## src/rtl/evm_cipher_pkg.sv

```systemverilog
// EVM vote-record cipher: shared tables, constants and helpers.
// Bit 0 of every 64-bit block is the MSB.
package evm_cipher_pkg;

    localparam int BLOCK_W = 64;
    localparam int ROT_LSB = 58;

    typedef int tbl_t [64];

    // Forward: PMAP(x)[i] = x[PMAP_TBL[i]]
    localparam tbl_t PMAP_TBL = '{
        11, 48, 21, 58, 31,  4, 41, 14,
        51, 24, 61, 34,  7, 44, 17, 54,
        27,  0, 37, 10, 47, 20, 57, 30,
         3, 40, 13, 50, 23, 60, 33,  6,
        43, 16, 53, 26, 63, 36,  9, 46,
        19, 56, 29,  2, 39, 12, 49, 22,
        59, 32,  5, 42, 15, 52, 25, 62,
        35,  8, 45, 18, 55, 28,  1, 38
    };

    // Forward: IP(x)[i] = x[IP_TBL[i]]
    localparam tbl_t IP_TBL = '{
        57, 49, 41, 33, 25, 17,  9,  1,
        59, 51, 43, 35, 27, 19, 11,  3,
        61, 53, 45, 37, 29, 21, 13,  5,
        63, 55, 47, 39, 31, 23, 15,  7,
        56, 48, 40, 32, 24, 16,  8,  0,
        58, 50, 42, 34, 26, 18, 10,  2,
        60, 52, 44, 36, 28, 20, 12,  4,
        62, 54, 46, 38, 30, 22, 14,  6
    };

    typedef enum logic [2:0] {
        IDLE,
        S_PMAP,
        S_XOR,
        S_IP,
        S_SHIFT
    } dec_state_t;

    // Undo a table permutation: y[tbl[i]] = x[i]
    function automatic logic [0:63] perm_inv(
        input logic [0:63] x,
        input tbl_t        tbl
    );
        logic [0:63] y;
        y = '0;
        for (int i = 0; i < 64; i++) begin
            y[6'(tbl[i])] = x[6'(i)];
        end
        return y;
    endfunction

    // Rotate toward the LSB end; n = 0 passes x through
    function automatic logic [0:63] rotr64(
        input logic [0:63] x,
        input logic [5:0]  n
    );
        logic [6:0] s;
        s = 7'd64 - {1'b0, n};
        return (x >> n) | (x << s);
    endfunction

endpackage

```

## src/rtl/decrypter_inverse_permute.sv

```systemverilog
// Combinational table-driven inverse bit permutation.
// The table is a module parameter so one body serves PMAP and IP.
module inverse_permute
    import evm_cipher_pkg::*;
#(
    parameter tbl_t TBL = PMAP_TBL
) (
    input  logic [0:63] i_x,
    output logic [0:63] o_y
);

    assign o_y = perm_inv(i_x, TBL);

endmodule

```

## src/rtl/decrypter.sv

```systemverilog
// EVM vote-record decrypter: one inverse stage per clock,
// PMAP^-1, XOR key, IP^-1, rotate right.
module decrypter
    import evm_cipher_pkg::*;
#(
    parameter int ROT_BITS       = 6,
    parameter bit CLEAR_ON_START = 1'b1
) (
    input  logic        clk,
    input  logic        rst_n,
    input  logic [0:63] data_in,
    input  logic [0:63] key_in,
    input  logic        start,
    output logic        busy,
    output logic        status,
    output logic [0:63] data_out
);

    localparam logic [5:0] ROT_MASK = 6'((1 << ROT_BITS) - 1);

    dec_state_t  r_state;
    dec_state_t  w_next;
    logic [0:63] r_work;
    logic [0:63] r_key;
    logic [0:63] r_data_out;
    logic        r_busy;
    logic        r_status;
    logic [0:63] w_pmap_inv;
    logic [0:63] w_ip_inv;
    logic [5:0]  w_rot;

    assign w_rot    = r_key[ROT_LSB:BLOCK_W-1] & ROT_MASK;
    assign busy     = r_busy;
    assign status   = r_status;
    assign data_out = r_data_out;

    inverse_permute #(
        .TBL (PMAP_TBL)
    ) u_pmap_inv (
        .i_x (r_work),
        .o_y (w_pmap_inv)
    );

    inverse_permute #(
        .TBL (IP_TBL)
    ) u_ip_inv (
        .i_x (r_work),
        .o_y (w_ip_inv)
    );

    // State register
    always_ff @(posedge clk or negedge rst_n) begin
        if (!rst_n) begin
            r_state <= IDLE;
        end else begin
            r_state <= w_next;
        end
    end

    // Next state: fixed walk through the four stages
    always_comb begin
        w_next = r_state;
        unique case (r_state)
            IDLE:    if (start) w_next = S_PMAP;
            S_PMAP:  w_next = S_XOR;
            S_XOR:   w_next = S_IP;
            S_IP:    w_next = S_SHIFT;
            S_SHIFT: w_next = IDLE;
            default: w_next = IDLE;
        endcase
    end

    // Datapath and handshake outputs, one stage per state
    always_ff @(posedge clk or negedge rst_n) begin
        if (!rst_n) begin
            r_work     <= '0;
            r_key      <= '0;
            r_data_out <= '0;
            r_busy     <= 1'b0;
            r_status   <= 1'b0;
        end else begin
            r_status <= 1'b0;
            unique case (r_state)
                IDLE: begin
                    if (start) begin
                        r_work <= data_in;
                        r_key  <= key_in;
                        r_busy <= 1'b1;
                        if (CLEAR_ON_START) begin
                            r_data_out <= '0;
                        end
                    end
                end
                S_PMAP: r_work <= w_pmap_inv;
                S_XOR:  r_work <= r_work ^ r_key;
                S_IP:   r_work <= w_ip_inv;
                S_SHIFT: begin
                    r_data_out <= rotr64(r_work, w_rot);
                    r_status   <= 1'b1;
                    r_busy     <= 1'b0;
                end
                default: r_busy <= 1'b0;
            endcase
        end
    end

    // An unknown start while idle would make acceptance undefined
    a_start_known: assert property (
        @(posedge clk) disable iff (!rst_n)
        (r_state == IDLE) |-> !$isunknown(start)
    );

endmodule
```

## config.mk

```make
export PLATFORM = sky130hd
export DESIGN_NAME = decrypter
export DESIGN_NICKNAME = d
export VERILOG_FILES = /design/src/rtl/evm_cipher_pkg.sv /design/src/rtl/decrypter_inverse_permute.sv /design/src/rtl/decrypter.sv
export SDC_FILE = /design/constraint.sdc
export NUM_CORES = 1
export LEC_CHECK = 0
export ABC_AREA = 1
export CORE_ASPECT_RATIO = 0.9
export CORE_MARGIN = 3
export CORE_UTILIZATION = 52
export DETAILED_ROUTE_END_ITERATION = 16
export PLACE_DENSITY = 0.78
export SKIP_CTS_REPAIR_TIMING = 1
export SLEW_MARGIN = 30
export SYNTH_ARGS = -nofsm -noshare
export SYNTH_HDL_FRONTEND = slang
export SYNTH_SLANG_ARGS = --single-unit
```

## constraint.sdc

```tcl
create_clock -name clk -period 2.5 [get_ports clk]
set_input_delay 0.25 -clock clk [delete_from_list [all_inputs] [get_ports clk]]
set_output_delay 0.25 -clock clk [all_outputs]
set_load 0.05 [all_outputs]
```

==> results by stage <==
Route:
- In the final routed layout, each cell accounts on average for 23.2 um.
- After detailed routing, the number of vias per cell comes to 6.42.
- The first detailed-routing pass took 8 iterations.
- The remaining antenna violation count is 0.
- The routed layout has 21016 vias.
- The detailed-route wire length is 76000 um.
- The residual DRC count is 0.
- The first routing iteration left 3287 violations.

Placed design:
- At the end of routability-driven placement, the weighted congestion stood at 1.13.
- The count of buffers added on input and output ports is 196.
- Summed over all nets, the half-perimeter wirelength after detailed placement is 57300 um.
- Before CTS, the worst setup slack after placement is 86.7 ps.
- The post-detailed-placement cell area is 0.0195 mm^2.

Final layout:
- The layout net count is 2981.
- The share of cells above drive strength 1 is 8.67%.
- The library cell used most frequently in the layout, excluding fill and tap cells, is nand2_1.
- Leaving out fill and tap cells, the most frequent cells in the layout are nand2_1 (954), nand3_1 (844), clkdlybuf4s50_1 (195).
- The layout-stage area growth over the synthesis result is 23.6%.
- After filler insertion, the fill cell instance count of the layout stands at 2813.
- The finished cells cover 0.0203 mm^2.

Timing:
- The final hold violation count is 0.
- In this run the tightest slew margin relative to its limit is 49.5%.
- The top achievable clock speed is 393 MHz.
- Setup violations remaining at the end of the flow were counted as 1.
- After layout, the worst setup slack is -42.0 ps.
- The transition time at the pin with the least slew margin is 754 ps.
- In the finished design, the share of the clock period the worst path needs comes to 102%.
- The max-slew violation total from the final report is 0.
- Setup repair after global routing could not meet its margin everywhere.
- Across the routed clock network, the largest skew measured is 9.86 ps.
- The worst path in the final design needs a cycle of 2540 ps, including I/O delays and setup.

Worst hold path:
- For hold timing, the worst endpoint is r_key[40].
- The worst hold path depth is 3.
- The min-delay analysis places its worst path in the category in -> reg.
- The critical hold path startpoint is key_in[40].

Critical path:
- The critical path data arrival time is 2940 ps.
- The worst register-to-register path ends at data_out[19].
- The number of cells traversed by the worst register-to-register path is 12.
- The required time reported for the critical path endpoint is 2900 ps.
- The worst setup path is captured at a flop.
- For this design, the slowest cell found on the critical path is dfrtp_2.
- On the worst path, the slowest cell contributes a delay of 440 ps.
- The sort of element at the start of the critical path is a flop.
- Along the worst path, the maximum fanout reaches 60.
- In this design, the largest share of critical-path delay is due to simple AND/OR/NAND/NOR gates.
- The path length in cells of the critical path is 12.
- The worst setup path is of the reg -> reg kind.
- The startpoint identified for the worst register-to-register timing path is r_key[62].
- Counting both buffers and inverters, the worst setup path holds a total of 4.
- The critical path goes through buf_12, nor2_4, buf_6, nand4_4, xor2_1, nor2_2, buf_12, buf_4, nand4_1, nand3_1, nand2_1, nand2_1.
- Setup slack on the worst reg-to-reg path comes out at -40 ps.

Clock network:
- For this design, the sink count on the clock tree is 197.
- The clock edge transition at the registers on the reported setup and hold paths is 90 ps.
- The cell at the root of the clock tree is clkbuf_16.
- In this run, CTS created clock tree buffers numbering 17.
- The clock latency on the worst-skew pair is 460 ps.
- In this run the number of H-tree levels came out at 4.
- TritonCTS built the clock tree.
- Counting along the longest clock path gives a buffer depth of 2.

Floorplan:
- The die boundary height is 174 um.
- The number of core rows is 61.
- The die is 193 um wide.
- For this configuration, the core starts out at a cell density of 52.9%.
- The floorplan step defined a core boundary enclosing 0.0310 mm^2.
- The floorplan die area is 0.0337 mm^2.
- The number of top-level pins is 197.

Logic synthesis:
- The number of distinct library cells after synthesis is 37.
- In the synthesized netlist the dominant register cell turns out to be dfrtp_1.
- The number of synthesis warnings is 0.
- The net count of the mapped netlist is 2803.
- The sequential area share after synthesis is 30.1%.
- Counting flops with a built-in enable in the synthesized netlist gives 0.
- The post-synthesis instance total is 2670.
- After synthesis, the mean cell area works out to 6.14 um^2.
- After synthesis, the share of flip-flops with an asynchronous set or reset is 100%.
- Synthesis inferred 197 register bits.
- After synthesis the cells add up to 0.0164 mm^2.

Global routing:
- The via count of the first global-routing pass is 19511.
- The final global-route overflow total is 0.
- The initial antenna violation count is 2.
- The first global-routing pass estimated 115000 um of wire.
- The combined global-route utilization of all metal layers is 44.7%.
- The pin count of the biggest net entering global routing is 104.

Job:
- The max capacitance violation total is 0.

Status:
- The flow ran to the end, but the final reports show violations.
- The final reports fail on negative setup slack.
==> state kept, by name (all words and copies together) (netlist names) <==
signal,count
r_state,3
data_out,64
r_work,64
r_key,64
status,1
busy,1
==> per-layer routing <==
metal | global-route usage [%] | vias to the layer above | part of all wire [%]
met5 | 0 | - | 0.039
met4 | 21.6 | 4 | 6.1
met3 | 11.9 | 253 | 13
met2 | 65.0 | 1624 | 42
met1 | 61.6 | 9702 | 39
li1 | - | 9433 | -
==> cells by family (layout without fill, tap and decap cells) <==
family	after synthesis	in the layout	synth area share, %
flip-flops	197	197	30.1
AND/OR/NAND/NOR	1909	1909	51.3
XOR/XNOR	42	42	2.29
AO/OA/AOI/OAI	234	234	8.62
other	0	1	0
adder cells (fa/ha/maj)	2	2	0.153
buffers and inverters	286	477	7.58
==> synth_stat cells (all sizes together), types with 3 or more instances <==
cell type	n	area share [%]
nand4	27	1.1
clkbuf	72	1.6
xor2	41	2.2
a32oi	23	1.2
buf	123	3.8
nor2	57	1.6
a22oi	8	0.37
nor3	3	0.12
o21ai	105	3.2
or2	10	0.38
dfrtp	197	30
inv	89	2.1
a221oi	31	1.7
nand2	960	22
nand3	851	26
o211ai	6	0.27
a21oi	59	1.8
==> stage by stage <==
stage | hold WS [ps] | setup TNS (ps) | instances | utilization [%]
4_1_cts | -183 | 0 | 3266 | 65.0
3_3_place_gp | 290 | 0 | 3234 | 63.1
6_report | 325 | -42.0 | 3271 | 65.4
5_1_grt | 328 | -204 | 3270 | 65.4
3_5_place_dp | 294 | 0 | 3234 | 63.1
2_1_floorplan | -45.6 | 0 | 2670 | -
==> worst min-delay path: cells and delay by family <==
family        cells  cell delay [ps]
buf+inv           1              390
simple gates      2              110
==> layout make-up <==
class / instances / area [um^2] / area share [%]
multi-input cells: 2187 / 10300 / 50.9
flip-flops and latches: 197 / 4940 / 24.4
repair buffers: 354 / 3540 / 17.5
well taps: 409 / 512 / 2.53
clock buffers: 17 / 425 / 2.10
inverters: 91 / 354 / 1.75
clock inverters: 15 / 183 / 0.902
diodes: 1 / 2.50 / 0.0124
==> how the worst max path moves through the flow <==
stage | start | to | slack (ps)
after floorplan | r_key[62] | data_out[1] | 100
after global placement | r_key[62] | data_out[1] | 120
after detailed placement | r_key[62] | data_out[19] | 90
after CTS | r_key[62] | data_out[19] | 70
after global routing | r_key[63] | data_out[11] | -60
final | r_key[62] | data_out[19] | -40
Power is left out: the tool's default activity adds up to more than one toggle a clock period on the data nets, which glitch-free logic cannot reach.
